<file path="src/rtl/uart_apb_regs_if.sv">
// APB3 slave-side bus bundle for uart_apb_regs.
// Ports (slave view): psel_i, penable_i, pwrite_i, paddr_i[ADDR_W], pwdata_i[32] in;
//                     prdata_o[32], pready_o, pslverr_o out.
interface uart_apb_regs_if #(
  parameter int unsigned ADDR_W = 4
) ();
  logic              psel_i;
  logic              penable_i;
  logic              pwrite_i;
  logic [ADDR_W-1:0] paddr_i;
  logic [31:0]       pwdata_i;
  logic [31:0]       prdata_o;
  logic              pready_o;
  logic              pslverr_o;

  modport master (
    output psel_i, penable_i, pwrite_i, paddr_i, pwdata_i,
    input  prdata_o, pready_o, pslverr_o
  );

  modport slave (
    input  psel_i, penable_i, pwrite_i, paddr_i, pwdata_i,
    output prdata_o, pready_o, pslverr_o
  );
endinterface

</file>
<file path="src/rtl/uart_apb_regs.sv">
// APB3 register file in front of uart_tx_top: BAUD, CTRL, STAT, TXDAT.
// Ports:
//   clk_i, rstn_i          clock, async active-low reset
//   apb                    APB3 slave bundle (uart_apb_regs_if.slave)
//   baud_div_o[16]         baud divisor to the transmitter
//   tx_active_o            transmitter enable
//   tx_wr_en_o, tx_wdata_o one-cycle TX data write strobe and byte
//   tx_full_i, tx_empty_i  FIFO flags
//   tx_sent_i              byte-complete level
//   irq_o                  level interrupt
module uart_apb_regs #(
  parameter int unsigned ADDR_W       = 4,
  parameter int unsigned BAUD_DIV_RST = 868
) (
  input  logic                  clk_i,
  input  logic                  rstn_i,
  uart_apb_regs_if.slave        apb,
  output logic [15:0]           baud_div_o,
  output logic                  tx_active_o,
  output logic                  tx_wr_en_o,
  output logic [7:0]            tx_wdata_o,
  input  logic                  tx_full_i,
  input  logic                  tx_empty_i,
  input  logic                  tx_sent_i,
  output logic                  irq_o
);

  localparam int unsigned BAUD_W = 16;
  localparam int unsigned DATA_W = 32;

  localparam logic [1:0] REG_BAUD  = 2'd0;
  localparam logic [1:0] REG_CTRL  = 2'd1;
  localparam logic [1:0] REG_STAT  = 2'd2;
  localparam logic [1:0] REG_TXDAT = 2'd3;

  typedef enum logic [1:0] {
    ST_IDLE   = 2'd0,
    ST_SETUP  = 2'd1,
    ST_ACCESS = 2'd2
  } state_t;

  state_t r_state;
  state_t w_state_nxt;

  logic [DATA_W-1:0] r_prdata;
  logic              r_pready;
  logic              r_pslverr;
  logic [BAUD_W-1:0] r_baud;
  logic              r_tx_active;
  logic              r_ie_sent;
  logic              r_ie_empty;
  logic              r_sticky;
  logic              r_sent_d;
  logic              r_wr_en;
  logic [7:0]        r_wdata;
  logic              r_irq;

  logic [DATA_W-1:0] w_prdata_nxt;
  logic              w_pready_nxt;
  logic              w_pslverr_nxt;
  logic [BAUD_W-1:0] w_baud_nxt;
  logic              w_tx_active_nxt;
  logic              w_ie_sent_nxt;
  logic              w_ie_empty_nxt;
  logic              w_sticky_nxt;
  logic              w_sticky_clr;
  logic              w_wr_en_nxt;
  logic [7:0]        w_wdata_nxt;
  logic              w_irq_nxt;

  logic [DATA_W-1:0] w_addr;
  logic [1:0]        w_sel;
  logic              w_bad;
  logic              w_act;
  logic              w_sent_rise;
  logic              w_unused;

  // Address decode: word index in [3:2], anything above bit 3 is out of map
  assign w_addr   = DATA_W'(apb.paddr_i);
  assign w_sel    = w_addr[3:2];
  assign w_bad    = |w_addr[DATA_W-1:4];
  assign w_unused = ^{w_addr[1:0], apb.pwdata_i[31:16]};

  // Register action only on a properly set-up access (SETUP state with penable high)
  assign w_act       = (r_state == ST_SETUP) && apb.psel_i && apb.penable_i;
  assign w_sent_rise = tx_sent_i && !r_sent_d;

  // State register
  always_ff @(posedge clk_i or negedge rstn_i) begin
    if (!rstn_i) r_state <= ST_IDLE;
    else         r_state <= w_state_nxt;
  end

  // Next-state logic; penable in IDLE without a setup phase is ignored
  always_comb begin
    w_state_nxt = r_state;
    case (r_state)
      ST_IDLE:   if (apb.psel_i && !apb.penable_i) w_state_nxt = ST_SETUP;
      ST_SETUP:  w_state_nxt = ST_ACCESS;
      ST_ACCESS: begin
        if (apb.psel_i && !apb.penable_i) w_state_nxt = ST_SETUP;
        else                              w_state_nxt = ST_IDLE;
      end
      default:   w_state_nxt = ST_IDLE;
    endcase
  end

  // Output / register next-value logic
  always_comb begin
    w_prdata_nxt    = '0;
    w_pready_nxt    = (r_state == ST_SETUP);
    w_pslverr_nxt   = 1'b0;
    w_baud_nxt      = r_baud;
    w_tx_active_nxt = r_tx_active;
    w_ie_sent_nxt   = r_ie_sent;
    w_ie_empty_nxt  = r_ie_empty;
    w_sticky_clr    = 1'b0;
    w_wr_en_nxt     = 1'b0;
    w_wdata_nxt     = r_wdata;

    if (w_act) begin
      if (w_bad) begin
        w_pslverr_nxt = 1'b1;
      end else begin
        case (w_sel)
          REG_BAUD: begin
            if (apb.pwrite_i) begin
              // Divisor of zero would stall the baud generator
              w_baud_nxt = (apb.pwdata_i[15:0] == 16'd0) ? 16'd1 : apb.pwdata_i[15:0];
            end else begin
              w_prdata_nxt = DATA_W'(r_baud);
            end
          end
          REG_CTRL: begin
            if (apb.pwrite_i) begin
              w_tx_active_nxt = apb.pwdata_i[0];
              w_ie_sent_nxt   = apb.pwdata_i[1];
              w_ie_empty_nxt  = apb.pwdata_i[2];
            end else begin
              w_prdata_nxt = DATA_W'({r_ie_empty, r_ie_sent, r_tx_active});
            end
          end
          REG_STAT: begin
            if (apb.pwrite_i) begin
              w_sticky_clr = apb.pwdata_i[2];
            end else begin
              w_prdata_nxt = DATA_W'({r_sticky, tx_empty_i, tx_full_i});
            end
          end
          REG_TXDAT: begin
            if (apb.pwrite_i) begin
              if (tx_full_i) begin
                w_pslverr_nxt = 1'b1;
              end else begin
                w_wdata_nxt = apb.pwdata_i[7:0];
                w_wr_en_nxt = 1'b1;
              end
            end
          end
        endcase
      end
    end

    // A new completion edge beats a simultaneous W1C
    w_sticky_nxt = w_sent_rise || (r_sticky && !w_sticky_clr);
    w_irq_nxt    = (r_sticky && r_ie_sent) || (tx_empty_i && r_ie_empty);
  end

  // Registered outputs and control/status state
  always_ff @(posedge clk_i or negedge rstn_i) begin
    if (!rstn_i) begin
      r_prdata    <= '0;
      r_pready    <= 1'b0;
      r_pslverr   <= 1'b0;
      r_baud      <= BAUD_W'(BAUD_DIV_RST);
      r_tx_active <= 1'b0;
      r_ie_sent   <= 1'b0;
      r_ie_empty  <= 1'b0;
      r_sticky    <= 1'b0;
      r_sent_d    <= 1'b0;
      r_wr_en     <= 1'b0;
      r_wdata     <= '0;
      r_irq       <= 1'b0;
    end else begin
      r_prdata    <= w_prdata_nxt;
      r_pready    <= w_pready_nxt;
      r_pslverr   <= w_pslverr_nxt;
      r_baud      <= w_baud_nxt;
      r_tx_active <= w_tx_active_nxt;
      r_ie_sent   <= w_ie_sent_nxt;
      r_ie_empty  <= w_ie_empty_nxt;
      r_sticky    <= w_sticky_nxt;
      r_sent_d    <= tx_sent_i;
      r_wr_en     <= w_wr_en_nxt;
      r_wdata     <= w_wdata_nxt;
      r_irq       <= w_irq_nxt;
    end
  end

  assign apb.prdata_o  = r_prdata;
  assign apb.pready_o  = r_pready;
  assign apb.pslverr_o = r_pslverr;
  assign baud_div_o    = r_baud;
  assign tx_active_o   = r_tx_active;
  assign tx_wr_en_o    = r_wr_en;
  assign tx_wdata_o    = r_wdata;
  assign irq_o         = r_irq;

endmodule

</file>
<file path="src/flat_wrapper.sv">
// flat-port wrapper written by rule: the top's interface ports become plain ports
module uart_apb_regs_flat 
#(
  parameter int unsigned ADDR_W       = 4,
  parameter int unsigned BAUD_DIV_RST = 868
)
  (clk_i, rstn_i, baud_div_o, tx_active_o, tx_wr_en_o, tx_wdata_o, tx_full_i, tx_empty_i, tx_sent_i, irq_o, apb_psel_i, apb_penable_i, apb_pwrite_i, apb_paddr_i, apb_pwdata_i, apb_prdata_o, apb_pready_o, apb_pslverr_o);
  uart_apb_regs_if #(.ADDR_W(ADDR_W)) apb_i ();
  input  logic clk_i;
  input  logic rstn_i;
  output logic [15:0] baud_div_o;
  output logic tx_active_o;
  output logic tx_wr_en_o;
  output logic [7:0] tx_wdata_o;
  input  logic tx_full_i;
  input  logic tx_empty_i;
  input  logic tx_sent_i;
  output logic irq_o;
  input wire logic [$bits(apb_i.psel_i)-1:0] apb_psel_i;
  input wire logic [$bits(apb_i.penable_i)-1:0] apb_penable_i;
  input wire logic [$bits(apb_i.pwrite_i)-1:0] apb_pwrite_i;
  input wire logic [$bits(apb_i.paddr_i)-1:0] apb_paddr_i;
  input wire logic [$bits(apb_i.pwdata_i)-1:0] apb_pwdata_i;
  output wire logic [$bits(apb_i.prdata_o)-1:0] apb_prdata_o;
  output wire logic [$bits(apb_i.pready_o)-1:0] apb_pready_o;
  output wire logic [$bits(apb_i.pslverr_o)-1:0] apb_pslverr_o;
  assign apb_i.psel_i = apb_psel_i;
  assign apb_i.penable_i = apb_penable_i;
  assign apb_i.pwrite_i = apb_pwrite_i;
  assign apb_i.paddr_i = apb_paddr_i;
  assign apb_i.pwdata_i = apb_pwdata_i;
  assign apb_prdata_o = apb_i.prdata_o;
  assign apb_pready_o = apb_i.pready_o;
  assign apb_pslverr_o = apb_i.pslverr_o;
  uart_apb_regs #(.ADDR_W(ADDR_W), .BAUD_DIV_RST(BAUD_DIV_RST)) u_core (.clk_i(clk_i), .rstn_i(rstn_i), .apb(apb_i), .baud_div_o(baud_div_o), .tx_active_o(tx_active_o), .tx_wr_en_o(tx_wr_en_o), .tx_wdata_o(tx_wdata_o), .tx_full_i(tx_full_i), .tx_empty_i(tx_empty_i), .tx_sent_i(tx_sent_i), .irq_o(irq_o));
endmodule
</file>
<file path="config.mk">
export PLATFORM = sky130hd
export DESIGN_NAME = uart_apb_regs_flat
export DESIGN_NICKNAME = d
export VERILOG_FILES = /design/src/rtl/uart_apb_regs_if.sv /design/src/rtl/uart_apb_regs.sv /design/src/flat_wrapper.sv
export SDC_FILE = /design/constraint.sdc
export NUM_CORES = 1
export LEC_CHECK = 0
export CORE_AREA = 2 2 77 79
export DETAILED_ROUTE_END_ITERATION = 12
export DIE_AREA = 0 0 79 81
export PLACE_DENSITY = 0.77
export SYNTH_ARGS = -nofsm -noshare
export SYNTH_HDL_FRONTEND = slang
export SYNTH_SLANG_ARGS = --single-unit
</file>
<file path="constraint.sdc">
create_clock -name clk_i -period 1.65 [get_ports clk_i]
set_input_delay 0.495 -clock clk_i [delete_from_list [all_inputs] [get_ports clk_i]]
set_output_delay 0.495 -clock clk_i [all_outputs]
set_load 0.01 [all_outputs]
</file>
-- After elaboration in Yosys (flattened, before gate mapping)
Cells that the tools add are included.
- equality and inequality tests: 6
- muxes and demuxes: 20
- bitwise logic cells: 1
- reduce and logical (&&, ||, !) cells: 18
- operator list (cell ; number):
    32-bit one-hot mux with 3 select lines ; 1
    16-bit 2-to-1 mux ; 2
    32-bit 2-to-1 mux ; 1
    16-bit logical NOT ; 1
    1-bit 2-to-1 mux ; 12
    1-bit logical AND ; 7
    2-bit equality test (second input constant) ; 3
    3-bit 2-to-1 mux ; 2
    2-bit one-hot mux with 3 select lines ; 1
    3-bit AND reduction ; 2
    2-bit by 1-bit equality test with 1-bit output (second input constant) ; 2
    2-bit logical NOT ; 2
    4-bit AND reduction ; 1
    1-bit logical NOT ; 3
    1-bit logical OR ; 2
    2-bit 2-to-1 mux ; 1
    2-bit by 1-bit inequality test with 1-bit output (second input constant) ; 1
    1-bit inverter ; 1
- bits of input ports: 44
- word-level logic and storage cells: 58
- register bits: 67

-- Depth between registers and ports, before layout
- word-level depth: 7
- mapped depth: 5

-- Worst setup path after synthesis
OpenSTA, ideal clock, no wires.
- path type: input-to-reg
- from: input apb_paddr_i[3]
- to: register u_core.r_baud[10] (netlist: u_core.baud_div_o[10])
- stages on the path: 5
- library setup time: 0.125 ns
- arrival: 1.457 ns
- slack: 0.068 ns
- buffers on the path: 2
- cell sequence: clkbuf_1 -> nor2_2 -> nand3_4 -> buf_6 -> mux2_4
- longest elaborated chain between the ends: 2
- ends and longest elaborated chain (what ; RTL line ; source):
    start: declaration ; flat_wrapper.sv:22 ; input wire logic [$bits(apb_i.paddr_i)-1:0] apb_paddr_i;
    2-bit logical NOT ; uart_apb_regs.sv:125 ; case (w_sel)
    3-bit AND reduction (no source line) ; - ;
    end signal: assignment ; uart_apb_regs.sv:175 ; r_baud <= BAUD_W'(BAUD_DIV_RST);
    end signal: assignment ; uart_apb_regs.sv:188 ; r_baud <= w_baud_nxt;
    end: declaration ; uart_apb_regs.sv:48 ; logic [BAUD_W-1:0] r_baud;
No other way between the ends.
A chain may end at the register's enable or synchronous reset.

-- Worst setup path after layout
- from: input apb_paddr_i[3]
- to: register u_core.r_baud[1] (netlist: u_core.baud_div_o[1])
Same word-level chain as after synthesis.

==> run summary <==
The post-placement cell count is 310. The number of clock sinks came out at 51. Post-placement cell area: 3020 um2.

For the worst setup path, the data required time is 1.85 ns. Top layer reached by signal wires: met4. The H-tree depth was 2. Counting along the longest clock path gives a buffer depth of 2. The finished layout holds 320 standard cells, fillers aside. The floorplan step defined a die boundary enclosing 6400 um2.

The count of unique library cells instantiated by Yosys is 33. For the worst-skew pair, the clock arrives at the later sink with an insertion delay of 0.31 ns. The via count of the first global-routing pass was 1,458. The vertical die dimension is 81 um, and the count of flip-flops with a built-in enable after synthesis is 0.

The part of the cycle the worst path needs was 0.985. For this block, wires on met1 add up to 1.73 mm. TritonCTS built the clock tree.

0 antenna diodes ended up in the layout. Detailed-routed wire length on met2: 2.18 mm. The proportion of total power due to net switching was 0.251; the die boundary width was 79 um. The global-route total usage across every layer came out at 0.145.

Along the worst path, the maximum fanout reaches 4. The critical path is of the in -> reg type. The run gives 0.597 as the fraction of the yosys area taken by sequential cells.

The routed design could run at a clock period as short as 1.62 ns. During synthesis, Yosys emitted a total of 0 warnings. In the detailed route, the total length drawn on met3 is 253 um. The fraction of final layout cells with drive strength greater than 1 is 0.286. The share of Yosys cell area claimed by the top area cell type came out at 0.536. The share of power burned in combinational logic was 0.156; the post-synthesis cell count was 151. The ratio of routed vias to standard cells is 4.33, and the detailed placer's ending HPWL is 3.22 mm.

The tools report the type of origin of the critical path as a primary input. The number of antenna violations at the first check in global routing came out at 0. The first detailed-routing pass ran for 2 iterations. Mean instance size in the synthesized netlist: 14.2 um2.

The kind of path behind the tightest hold check was in -> async. The worst-case IR drop observed on VDD is 367 uV. Hold is met by 0.147 ns. The tools report the kind of capture point of the worst setup path as a flop.

Clock-pin slew was measured on the worst setup and hold paths at 0.09 ns. The average wire length per cell after detail routing is 13.4 um, and the area overhead of the layout relative to synthesis is 44.6%. Derived from the worst setup path, the maximum achievable clock frequency is 616 MHz. The path depth of the worst reg2reg path came out at 5. For the worst setup path, the data arrival time is 1.82 ns.

Power density over the cells: 795 nW/um2. The dominant register cell in the synthesized netlist is sky130_fd_sc_hd__dfrtp_1. The tool flagged a number of max-cap violations equal to 0.

The final number of hold-violating endpoints was 0. The tools report the global-route wire length before repair as 6.96 mm. The number of top-level design ports came out at 105. Max-slew violation count: 0. The flow ran to the end, and the final reports show no timing, DRC or antenna violations. The startpoint identified for the worst register-to-register timing path is u_core.r_state[1]. The portion of total power attributed to sequential cells is 0.558.

The run gives 3110 um2 as the cell area after layout. For the global placement routability congestion, the log shows 0.788. Setup repair after global routing left no endpoint under its margin. Internal power comes to 1.85 mW.

The tools report the number of violations reported at the end of detailed-routing iteration 0 as 60. By area the synthesized netlist is led by sky130_fd_sc_hd__dfrtp_1, sky130_fd_sc_hd__mux2_2, sky130_fd_sc_hd__mux2_4, sky130_fd_sc_hd__dfstp_2, sky130_fd_sc_hd__buf_4. The floorplan step defined a core boundary enclosing 5680 um2.

The tools report the vias after detailed routing as 1,386. After the last flow step, the layout net total stands at 288. Clock tree synthesis inserted a total of 5 buffers.

The tools report the share of total power in the clock network as 0.286. The share of flip-flops with an asynchronous set or reset after synthesis works out to 1.00. The initial core utilization was 0.379; the flop-to-flop setup slack was 0.05 ns. Cell type contributing the most total cell area after synthesis: sky130_fd_sc_hd__dfrtp_1. Setup violations remaining at the end of the flow were counted as 0.

In this run the cell area of the synthesized design comes to 2150 um2. The worst clock skew on the final layout was 0.00294 ns. The clock root buffer was sky130_fd_sc_hd__clkbuf_8. For this run, design rule violations remaining after detail routing come to 0.

The number of register bits inferred by synthesis is 51. The tools report the destination of the worst register-to-register timing path as u_core.baud_div_o[1]. Wires add up to 4.28 mm. Once detail routing completed, the nets flagged for antenna violations numbered 0.

During placement, the flow inserted port buffers numbering 70. Buffers inserted to repair hold after CTS numbered 0. Global routing finished with a remaining overflow of 0. The net switching power of the design is 621 uW. In this run the static leakage power is 1.72 nW.

The initialized floorplan defines 28 standard-cell rows. Entering global routing, the biggest net connects 52 pins. The overall power came out at 2.47 mW.
==> cell type report <==
class	count	area (um2)
Clock inverter	3	18.8
Inverter	2	7.51
Sequential cell	51	1280
Timing Repair Buffer	93	886
Tap cell	75	93.8
Clock buffer	5	68.8
Fill cell	520	2570
Multi-Input combinational cell	91	751
==> worst max path at each step <==
stage,end,depth (start not counted),slack [ns],start
after floorplan,u_core.baud_div_o[10],5,0.07,apb_paddr_i[3]
after global placement,u_core.baud_div_o[14],6,-0.37,apb_penable_i
after detailed placement,u_core.baud_div_o[14],6,-0.38,apb_penable_i
after CTS,baud_div_o[5],1,0.009,u_core.baud_div_o[5]
after global routing,baud_div_o[8],1,0.0005,u_core.baud_div_o[8]
final,u_core.baud_div_o[1],5,0.03,apb_paddr_i[3]
==> kinds of logic (layout without fill, tap and decap cells) <==
logic type | Yosys count | count (layout) | share of synthesized area
AND/OR/NAND/NOR | 39 | 39 | 0.123
flip-flops | 51 | 51 | 0.597
other | 1 | 16 | 0.00174
buffers and inverters | 24 | 103 | 0.0838
AO/OA/AOI/OAI | 6 | 6 | 0.0215
multiplexers | 30 | 30 | 0.173
==> through the flow <==
step / util / worst slack [ns] / setup TNS [ns]
floorplan: - / 0.0682 / 0
global placement: 0.532 / -0.370 / -12.70
detailed placement: 0.532 / -0.385 / -13.38
CTS: 0.545 / 0.00908 / 0
global route: 0.548 / 0.000545 / 0
finish: 0.548 / 0.0256 / 0
==> worst max-delay path, cell delays in order <==
cell and delay [ns]:
sky130_fd_sc_hd__clkdlybuf4s50_1 0.48, sky130_fd_sc_hd__nor2_4 0.17, sky130_fd_sc_hd__nand3_4 0.12, sky130_fd_sc_hd__bufbuf_16 0.30
sky130_fd_sc_hd__mux2_2 0.26
==> what timing repair did <==
action	CTS	global route
setup buffers	1	0
gates cloned	1	0
setup endpoints to repair	68	15
gates resized for setup	50	6
pin swaps	1	0
endpoints found under the hold margin	0	0
==> per-layer routing <==
layer	up-vias	track usage
met2	44	0.248
met1	668	0.166
met4	0	0.0724
met5	-	0
met3	9	0.0422
li1	665	-
==> registers in the layout, summed over array words and instances (netlist names), 2 cells and up <==
register and count:
u_core.apb.prdata_o 16, u_core.baud_div_o 16, u_core.r_state 2, u_core.tx_wdata_o 8
==> power groups by stage <==
stage | Clock [mW] | Combinational (mW) | Sequential [mW]
after global routing | 0.788 | 0.422 | 1.39
after floorplan | 0 | 0.162 | 1.43
final | 0.708 | 0.386 | 1.38
after detailed placement | 0 | 0.430 | 1.41
after global placement | 0 | 0.425 | 1.40
after CTS | 0.731 | 0.389 | 1.38
==> synth_stat cells (2+ instances only) <==
cell                       n
sky130_fd_sc_hd__dfrtp_1  46
sky130_fd_sc_hd__buf_4    17
sky130_fd_sc_hd__mux2_2   17
sky130_fd_sc_hd__and2_1   13
sky130_fd_sc_hd__mux2_4   10
sky130_fd_sc_hd__dfstp_2   5
sky130_fd_sc_hd__nor2b_1   5
sky130_fd_sc_hd__mux2i_1   3
sky130_fd_sc_hd__nand2_1   3
sky130_fd_sc_hd__nor4_1    3
sky130_fd_sc_hd__a21oi_1   2
sky130_fd_sc_hd__a22o_1    2
sky130_fd_sc_hd__buf_6     2
sky130_fd_sc_hd__inv_1     2
sky130_fd_sc_hd__nor2_1    2
sky130_fd_sc_hd__or2_2     2
==> cell usage in the layout (no fill, tap or decap), types with 2 or more instances in the layout <==
cell,synthesis,final
sky130_fd_sc_hd__mux2_2,17,17
sky130_fd_sc_hd__clkbuf_8,1,5
sky130_fd_sc_hd__a22o_1,2,2
sky130_fd_sc_hd__and2_1,13,13
sky130_fd_sc_hd__dlygate4sd2_1,0,43
sky130_fd_sc_hd__nor2b_1,5,4
sky130_fd_sc_hd__clkinv_2,0,2
sky130_fd_sc_hd__a21oi_1,2,2
sky130_fd_sc_hd__clkdlybuf4s50_1,0,20
sky130_fd_sc_hd__conb_1,1,16
sky130_fd_sc_hd__nor2_1,2,2
sky130_fd_sc_hd__inv_1,2,2
sky130_fd_sc_hd__buf_12,0,3
sky130_fd_sc_hd__dfrtp_1,46,46
sky130_fd_sc_hd__mux2_4,10,10
sky130_fd_sc_hd__nand2_1,3,3
sky130_fd_sc_hd__nor4_1,3,3
sky130_fd_sc_hd__buf_4,17,18
sky130_fd_sc_hd__mux2i_1,3,3
sky130_fd_sc_hd__dlymetal6s2s_1,0,2
sky130_fd_sc_hd__dfstp_2,5,5
sky130_fd_sc_hd__clkdlybuf4s15_1,0,4
sky130_fd_sc_hd__or2_2,2,2
Power figures use the tool's default switching activity.
